`config.mk`:
```
export PLATFORM = sky130hd
export DESIGN_NAME = cmp_stream_tracker
export DESIGN_NICKNAME = d
export VERILOG_FILES = /design/src/rtl/cmp_stream_tracker.sv
export SDC_FILE = /design/constraint.sdc
export NUM_CORES = 1
export LEC_CHECK = 0
export CELL_PAD_IN_SITES_DETAIL_PLACEMENT = 0
export CELL_PAD_IN_SITES_GLOBAL_PLACEMENT = 1
export CORE_MARGIN = 2
export CORE_UTILIZATION = 29
export DETAILED_ROUTE_END_ITERATION = 10
export PLACE_DENSITY = 0.57
export SETUP_SLACK_MARGIN = 0.05
export SYNTH_ARGS = -nofsm -noshare
export SYNTH_HDL_FRONTEND = slang
export SYNTH_SLANG_ARGS = --single-unit
```
`constraint.sdc`:
```
create_clock -name Clk -period 6.8 [get_ports Clk]
set_input_delay 0.68 -clock Clk [delete_from_list [all_inputs] [get_ports Clk]]
set_output_delay 0.68 -clock Clk [all_outputs]
set_load 0.02 [all_outputs]
```
`src/rtl/cmp_stream_tracker.sv`:
```
// Registered per-beat magnitude compare (signed/unsigned at runtime) plus
// per-frame min/max/count/above-threshold statistics over a framed stream.
module cmp_stream_tracker #(
  parameter int DATAWIDTH = 32,
  parameter int CNTWIDTH  = 8
) (
  input  logic                 Clk,
  input  logic                 Rst,
  input  logic                 in_valid,
  input  logic                 in_first,
  input  logic                 in_last,
  input  logic                 sgn,
  input  logic [DATAWIDTH-1:0] a,
  input  logic [DATAWIDTH-1:0] b,
  output logic                 out_valid,
  output logic                 gt,
  output logic                 lt,
  output logic                 eq,
  output logic                 busy,
  output logic                 done,
  output logic [DATAWIDTH-1:0] min_val,
  output logic [DATAWIDTH-1:0] max_val,
  output logic [CNTWIDTH-1:0]  min_idx,
  output logic [CNTWIDTH-1:0]  max_idx,
  output logic [CNTWIDTH-1:0]  count,
  output logic [CNTWIDTH-1:0]  above_cnt,
  output logic                 ovf
);

  localparam logic [CNTWIDTH-1:0] CNT_MAX = '1;
  localparam logic [CNTWIDTH-1:0] CNT_ONE = CNTWIDTH'(1);

  typedef enum logic {IDLE = 1'b0, ACTIVE = 1'b1} state_t;

  state_t               state_q;

  logic                 wsgn_q;
  logic [DATAWIDTH-1:0] wmin_q, wmax_q;
  logic [CNTWIDTH-1:0]  wmin_idx_q, wmax_idx_q, wcnt_q, wabove_q;
  logic                 wovf_q;

  logic [DATAWIDTH-1:0] wmin_d, wmax_d;
  logic [CNTWIDTH-1:0]  wmin_idx_d, wmax_idx_d, wcnt_d, wabove_d;
  logic                 wovf_d;

  logic                 single_beat, start_frame, extend_frame, close_frame;

  function automatic logic is_gt(input logic [DATAWIDTH-1:0] x,
                                 input logic [DATAWIDTH-1:0] y,
                                 input logic                 s);
    if (s) return $signed(x) > $signed(y);
    return x > y;
  endfunction

  function automatic logic [CNTWIDTH-1:0] sat_inc(input logic [CNTWIDTH-1:0] c);
    return (c == CNT_MAX) ? c : c + CNT_ONE;
  endfunction

  assign single_beat  = in_valid & in_first & in_last;
  assign start_frame  = in_valid & in_first & ~in_last;
  assign extend_frame = in_valid & ~in_first & (state_q == ACTIVE);
  assign close_frame  = extend_frame & in_last;
  assign busy         = (state_q == ACTIVE);

  // Working statistics if the current beat extends the open frame; strict
  // compares keep the earliest index on ties.
  always_comb begin
    wmin_d     = wmin_q;
    wmax_d     = wmax_q;
    wmin_idx_d = wmin_idx_q;
    wmax_idx_d = wmax_idx_q;
    if (is_gt(wmin_q, a, wsgn_q)) begin
      wmin_d     = a;
      wmin_idx_d = wcnt_q;
    end
    if (is_gt(a, wmax_q, wsgn_q)) begin
      wmax_d     = a;
      wmax_idx_d = wcnt_q;
    end
    wcnt_d   = sat_inc(wcnt_q);
    wabove_d = is_gt(a, b, wsgn_q) ? sat_inc(wabove_q) : wabove_q;
    wovf_d   = wovf_q | (wcnt_q == CNT_MAX);
  end

  // Working registers are always loaded before use, so they carry no reset.
  always_ff @(posedge Clk) begin
    if (in_valid && in_first) begin
      wsgn_q     <= sgn;
      wmin_q     <= a;
      wmax_q     <= a;
      wmin_idx_q <= '0;
      wmax_idx_q <= '0;
      wcnt_q     <= CNT_ONE;
      wabove_q   <= is_gt(a, b, sgn) ? CNT_ONE : '0;
      wovf_q     <= 1'b0;
    end else if (extend_frame) begin
      wmin_q     <= wmin_d;
      wmax_q     <= wmax_d;
      wmin_idx_q <= wmin_idx_d;
      wmax_idx_q <= wmax_idx_d;
      wcnt_q     <= wcnt_d;
      wabove_q   <= wabove_d;
      wovf_q     <= wovf_d;
    end
  end

  always_ff @(posedge Clk) begin
    if (Rst) begin
      state_q   <= IDLE;
      out_valid <= 1'b0;
      gt        <= 1'b0;
      lt        <= 1'b0;
      eq        <= 1'b0;
      done      <= 1'b0;
      min_val   <= '0;
      max_val   <= '0;
      min_idx   <= '0;
      max_idx   <= '0;
      count     <= '0;
      above_cnt <= '0;
      ovf       <= 1'b0;
    end else begin
      out_valid <= in_valid;
      done      <= 1'b0;
      if (in_valid) begin
        gt <= is_gt(a, b, sgn);
        lt <= is_gt(b, a, sgn);
        eq <= (a == b);
      end
      if (single_beat) begin
        state_q   <= IDLE;
        min_val   <= a;
        max_val   <= a;
        min_idx   <= '0;
        max_idx   <= '0;
        count     <= CNT_ONE;
        above_cnt <= is_gt(a, b, sgn) ? CNT_ONE : '0;
        ovf       <= 1'b0;
        done      <= 1'b1;
      end else if (start_frame) begin
        state_q <= ACTIVE;
      end else if (close_frame) begin
        state_q   <= IDLE;
        min_val   <= wmin_d;
        max_val   <= wmax_d;
        min_idx   <= wmin_idx_d;
        max_idx   <= wmax_idx_d;
        count     <= wcnt_d;
        above_cnt <= wabove_d;
        ovf       <= wovf_d;
        done      <= 1'b1;
      end
    end
  end

endmodule

```
==> results of run 1 <==
[worst max-delay path: cells and delay by family]
kind | cells | cell delay, ns
AO/OA/AOI/OAI | 3 | 1.34
buffers and inverters | 3 | 1.26
multiplexers | 2 | 0.80
AND/OR/NAND/NOR | 3 | 0.39
adder cells (fa/ha/maj) | 1 | 0.31
[power breakdown]
part / internal, mW / switching, mW
registers: 1.33 / 0.0533
logic: 0.304 / 0.451
clock network: 0.809 / 0.554
total: 2.45 / 1.06
[cell usage in the layout (no fill, tap or decap), types with 25 or more instances in the layout]
cell,count
o22ai_1,47
ha_1,130
nand2_1,79
a21oi_1,117
mux2i_1,45
o21ai_0,97
edfxtp_1,73
a21o_1,25
nor2_1,63
clkdlybuf4s50_1,171
a22oi_1,42
dfxtp_1,128
inv_1,108
clkbuf_16,27
[area by class of cell]
class                      instances  area (µm²)  area share, %
inverter                         110         413           2.80
clock inverter                     4        45.0          0.306
multi-input combinational        865        6270           42.5
clock buffer                      43         776           5.26
sequential                       201        4750           32.3
timing repair buffer             186        1820           12.4
tap                              525         657           4.46
[path summary, 6_finish.rpt]
path	cells past startpoint	slack [ns]	to
max reg2reg	10	2.75	wmin_q[9]
max	12	2.30	wmin_q[9]
min	2	0.45	above_cnt[6]
min reg2reg	2	0.45	above_cnt[6]
[cell families (layout without fill, tap and decap cells)]
family          after synthesis  in the layout  synth area share (%)
fa+ha+maj                   130            130                  13.8
mux                          72             72                  6.63
xor+xnor                     10             10                 0.744
compound gates              425            425                  22.9
simple gates                228            228                  9.13
flops                       201            201                  40.4
buf+inv                     179            343                  6.42
[stage by stage]
stage | util, % | instance area (µm²)
after floorplan | - | 11800
after global placement | 34.9 | 13900
after detailed placement | 34.9 | 13900
after CTS | 36.9 | 14700
after global routing | 36.9 | 14700
final | 36.9 | 14700
[state kept, by name (all words and copies together), names as in the netlist, 8 cells and up]
name        cells
above_cnt       8
count           8
wmax_q         32
min_val        32
max_val        32
min_idx         8
wabove_q        8
wmax_idx_q      8
wmin_q         32
wmin_idx_q      8
max_idx         8
wcnt_q          8
[routing by layer]
metal / track usage [%] / up-vias / share of wire, %
li1: - / 4852 / -
met1: 26.3 / 4754 / 48
met2: 31.4 / 198 / 46
met3: 2.38 / 41 / 4.2
met4: 4.14 / 2 / 1.6
met5: 0 / - / 0.020
==> flow_summary_export.csv, run 1 <==
group,metric,value,unit
sta,drv_slew,0,
sta,clock.fmax,0.222,GHz
sta,period_needed,4.50,ns
worst_setup_path,rr_startpoint,"wmin_q[14]",
power,ir_drop,0.000155,V
grt,grt_start_max_net_pins,70,
cts,postCtsHoldBufs,0,
worst_setup_path,criticalPathCategory,"input port to flip-flop",
placement,placed_cells,1887,
cts,clk_latency,0.55,ns
yosys,syn_nets,1445,
cts,cts_buffer_depth,3,
yosys,yosysMostFrequentCell,"ha_1",
yosys,synth-seq-cells,201,
min_path,min-delay-start,"above_cnt[6]",
layout,n_antenna_cell,0,
die,row_count,73,
cts,numCtsBuffers,26,
die,num_io_pins,173,
layout,drive_above_1_share,6.46,%
yosys,avgSynthCellArea,9.45,µm²
yosys,syn_area,11800,µm²
yosys,synth.distinct_cells,67,
sta,hold_ws,0.452,ns
layout,final_nets,1590,
die,fp.dieH,205,µm
cts,htreeDepth,1,
sta,tns,0,ns
drt,remaining_drc_errors,0,
power,power.density,238,nW/µm²
die,initial_utilization,29.5,%
status,status,"finished clean",
power,finalPower,3.50,mW
cts,clkTransAtPathRegs,0.06,ns
cts,cts_setup_buffers,0,
yosys,yosys_warnings,0,
worst_setup_path,slowest_delay,0.72,ns
placement,post-dp-hpwl,28700,µm
sta,rsz0062_at_grt,"false",
yosys,synth_largest_area_cell,"dfxtp_1",
min_path,worstHoldPathType,"flip-flop to flip-flop",
drt,ant_nets,0,
sta,finalCritPeriodShare,66.1,%
die,dieArea,42200,µm²
drt,vias_per_cell,5.09,
placement,place_ws,1.67,ns
worst_setup_path,worstPathCellList,"clkdlybuf4s50_1 > inv_1 > ha_1 > nand4_2 > nor3_2 > nand2_1 > o31a_1 > o211ai_2 > mux2_4 > o21ai_4 > buf_4 > mux2_2",
yosys,synthCells,1245,
drt,drtIter0Drc,517,
yosys,synthTopCellsByCount,"ha_1 (130), dfxtp_1 (128), a21oi_1 (117)",
grt,grt_pass1_wl,61200,µm
die,core,39900,µm²
worst_setup_path,slowest_stage,"o21ai_4",
yosys,yosysSeqAreaShare,40.4,%
sta,worst_slew_pin_slew,1.26,ns
drt,routedWlPerCell,20.7,µm
cts,cts_resized,0,
sta,skew,0.0234,ns
cts,cts_root_buf,"clkbuf_16",
die,die_w,205,µm
worst_setup_path,critPathLaunchType,"input port",
worst_setup_path,crit_start,"a[12]",
yosys,yosysTopAreaCellShare,21.8,%
worst_setup_path,cp.arrival,4.80,ns
placement,gp_congestion,0.822,
grt,grt_overflow,0,
cts,cts_tree,"done",
yosys,async_flop_share,0,%
yosys,synth_area_leaders,"dfxtp_1 (22%), edfxtp_1 (19%), ha_1 (14%)",
layout,nFillCells,4012,
cts,clock-sinks,201,
layout,stdcell_count,1934,
yosys,synth_ff_type,"dfxtp_1",
drt,drtPass1Iterations,6,
flow_run,maxCapViolCount,0,
layout,area_delta_synth_final,25.2,%
drt,vias,9847,
worst_setup_path,end_kind,"flip-flop",
placement,io_buffers,172,
grt,grt_pass1_vias,9840,
drt,routed_wl,40000,µm
worst_setup_path,crit_path_max_fanout,23,
grt,antenna_found_initial,1,
sta,setup_violations,0,
sta,fin_ws,2.30,ns
yosys,synth_edf_count,73,
grt,gr-usage-all-layers,19.0,%
power,p_leak,6.05,nW
worst_setup_path,crit_required,7.10,ns
sta,relSlewSlack,15.5,%
sta,hold_violations,0,
(Power assumes the default switching activity.)
==> inputs of run 2 (changes only) <==
PLACE_DENSITY = 0.59   (was 0.57)
clock period = 3.7 ns   (was 6.8 ns; I/O delays follow)
==> run 2 against run 1 <==
  * Sequential cell count is the same
  * Utilization grew 2.3 points
  * Final area grew 6.2%
  * Non-clock buffer count grew 98
  * Largest cell class unchanged
  * Sequential power grew 83%
==> flow_summary_export.csv, run 2 (synthesized netlist as in run 1, its figures left out) <==
group,metric,value,unit
sta,drv_slew,0,
grt,grt_start_max_net_pins,70,
cts,cts_tree,"done",
grt,grt_pass1_vias,10000,
die,core,39900,µm²
cts,numCtsBuffers,25,
power,internal_power,4.77,mW
drt,vias,10100,
grt,antenna_found_initial,0,
layout,n_antenna_cell,0,
placement,place_area,14800,µm²
cts,clk_latency,0.54,ns
worst_setup_path,slowest_delay,0.63,ns
worst_setup_path,worstPathCellList,"clkdlybuf4s50_1 > inv_1 > ha_1 > a21o_1 > a21o_1 > a21oi_1 > buf_4 > a31oi_1 > buf_4 > or4b_1 > a21boi_0 > xnor2_1 > nor2_1",
worst_setup_path,end_kind,"flip-flop",
layout,mostFrequentLayoutCells,"clkdlybuf4s50_1 (171), ha_1 (130), dfxtp_1 (128)",
layout,drive_above_1_share,12.9,%
sta,finalCritPeriodShare,88.6,%
drt,remaining_drc_errors,0,
flow_run,maxCapViolCount,0,
sta,relSlewSlack,30.9,%
layout,seq_area,4750,µm²
min_path,worstHoldPathType,"input port to flip-flop",
grt,grt_pass1_wl,60900,µm
layout,multiInputGateArea,6270,µm²
power,switching_share,29.2,%
sta,period_needed,3.28,ns
cts,postCtsHoldBufs,0,
sta,skew,0.0193,ns
die,num_io_pins,173,
die,dieArea,42200,µm²
power,p_comb_share,22.7,%
worst_setup_path,cp.arrival,3.55,ns
worst_setup_path,rr_startpoint,"wmin_q[9]",
grt,gr-usage-all-layers,18.7,%
min_path,min-delay-start,"Rst",
power,ir_drop,0.000277,V
cts,cts_resized,0,
layout,nFillCells,4023,
sta,hold_violations,0,
drt,routedWlPerCell,19.6,µm
power,clkPwrFrac,39.4,%
sta,tns,0,ns
placement,post-dp-hpwl,29100,µm
status,status,"finished clean",
sta,worst_slew_pin_slew,1.03,ns
worst_setup_path,slowest_stage,"or4b_1",
drt,ant_nets,0,
cts,cts_root_buf,"clkbuf_16",
power,power.density,431,nW/µm²
placement,io_buffers,172,
worst_setup_path,crit_required,3.97,ns
worst_setup_path,rr_endpoint,"min_val[1]",
min_path,min_path_cells,2,
cts,cts_buffer_depth,3,
layout,postLayoutCellArea,15600,µm²
worst_setup_path,worst-path-buf-inv,4,
worst_setup_path,r2r_cells,11,
die,row_count,73,
die,die_w,205,µm
cts,cts_setup_buffers,0,
sta,setup_violations,0,
worst_setup_path,critical_path.top_delay_family,"compound AO/OA/AOI/OAI gates",
power,seqPwrFrac,37.8,%
worst_setup_path,critPathLaunchType,"input port",
layout,area_delta_synth_final,32.9,%
drt,vias_per_cell,5.00,
power,p_leak,6.60,nW
grt,grt_overflow,0,
layout,final_nets,1687,
worst_setup_path,criticalPathCategory,"input port to flip-flop",
cts,clock-sinks,201,
placement,gp_congestion,0.834,
sta,clock.fmax,0.305,GHz
drt,drtIter0Drc,593,
die,initial_utilization,29.5,%
min_path,whs_endpoint,"gt",
worst_setup_path,crit_path_max_fanout,5,
drt,routed_wl,39700,µm
die,fp.dieH,205,µm
cts,htreeDepth,1,
cts,clkTransAtPathRegs,0.06,ns
power,p_switching,1.96,mW
sta,rsz0062_at_grt,"false",
layout,layout_commonest_cell,"clkdlybuf4s50_1",
drt,drtPass1Iterations,5,
worst_setup_path,r2r_slack,0.45,ns
-- run 2: through the flow --
stage	setup WS (ns)	total power [mW]	cells	hold WS, ns	utilization, %
CTS	0.389	6.82	2029	0.131	39.2
detailed placement	-0.155	4.14	1985	0.444	37.0
finish	0.422	6.74	2029	0.154	39.2
global placement	-0.113	4.12	1985	0.440	37.0
global route	0.241	7.06	2029	0.139	39.2
floorplan	0.638	3.48	1245	0.433	-
-- run 2: per-layer routing --
metal / vias up / global-route usage, % / part of all wire, %
met3: 39 / 2.26 / 3.7
met1: 4886 / 25.9 / 48
met5: - / 0 / 0
li1: 5038 / - / -
met2: 182 / 31.1 / 47
met4: 0 / 3.93 / 1.6
-- run 2: power groups by stage --
stage | sequential, mW | clock, mW | combinational, mW
CTS | 2.55 | 2.72 | 1.55
global route | 2.56 | 2.80 | 1.69
global placement | 2.60 | 0 | 1.52
detailed placement | 2.60 | 0 | 1.54
floorplan | 2.60 | 0 | 0.881
finish | 2.55 | 2.66 | 1.53
-- run 2: layout make-up --
| type | count | area share [%] |
|---|---|---|
| clock buffer | 32 | 4.56 |
| clock inverter | 12 | 1.09 |
| sequential | 201 | 30.4 |
| tap | 525 | 4.20 |
| inverter | 110 | 2.65 |
| multi-input combinational | 865 | 40.1 |
| timing repair buffer | 284 | 17.1 |
-- run 2: how the worst max path moves through the flow --
stage | from | to | slack [ns] | cells past startpoint
floorplan | a[14] | wmin_q[11] | 0.64 | 12
global placement | a[13] | wabove_q[2] | -0.11 | 13
detailed placement | a[13] | wabove_q[2] | -0.16 | 13
CTS | a[13] | wabove_q[2] | 0.39 | 13
global route | a[13] | wabove_q[2] | 0.24 | 13
finish | a[13] | wabove_q[2] | 0.42 | 13
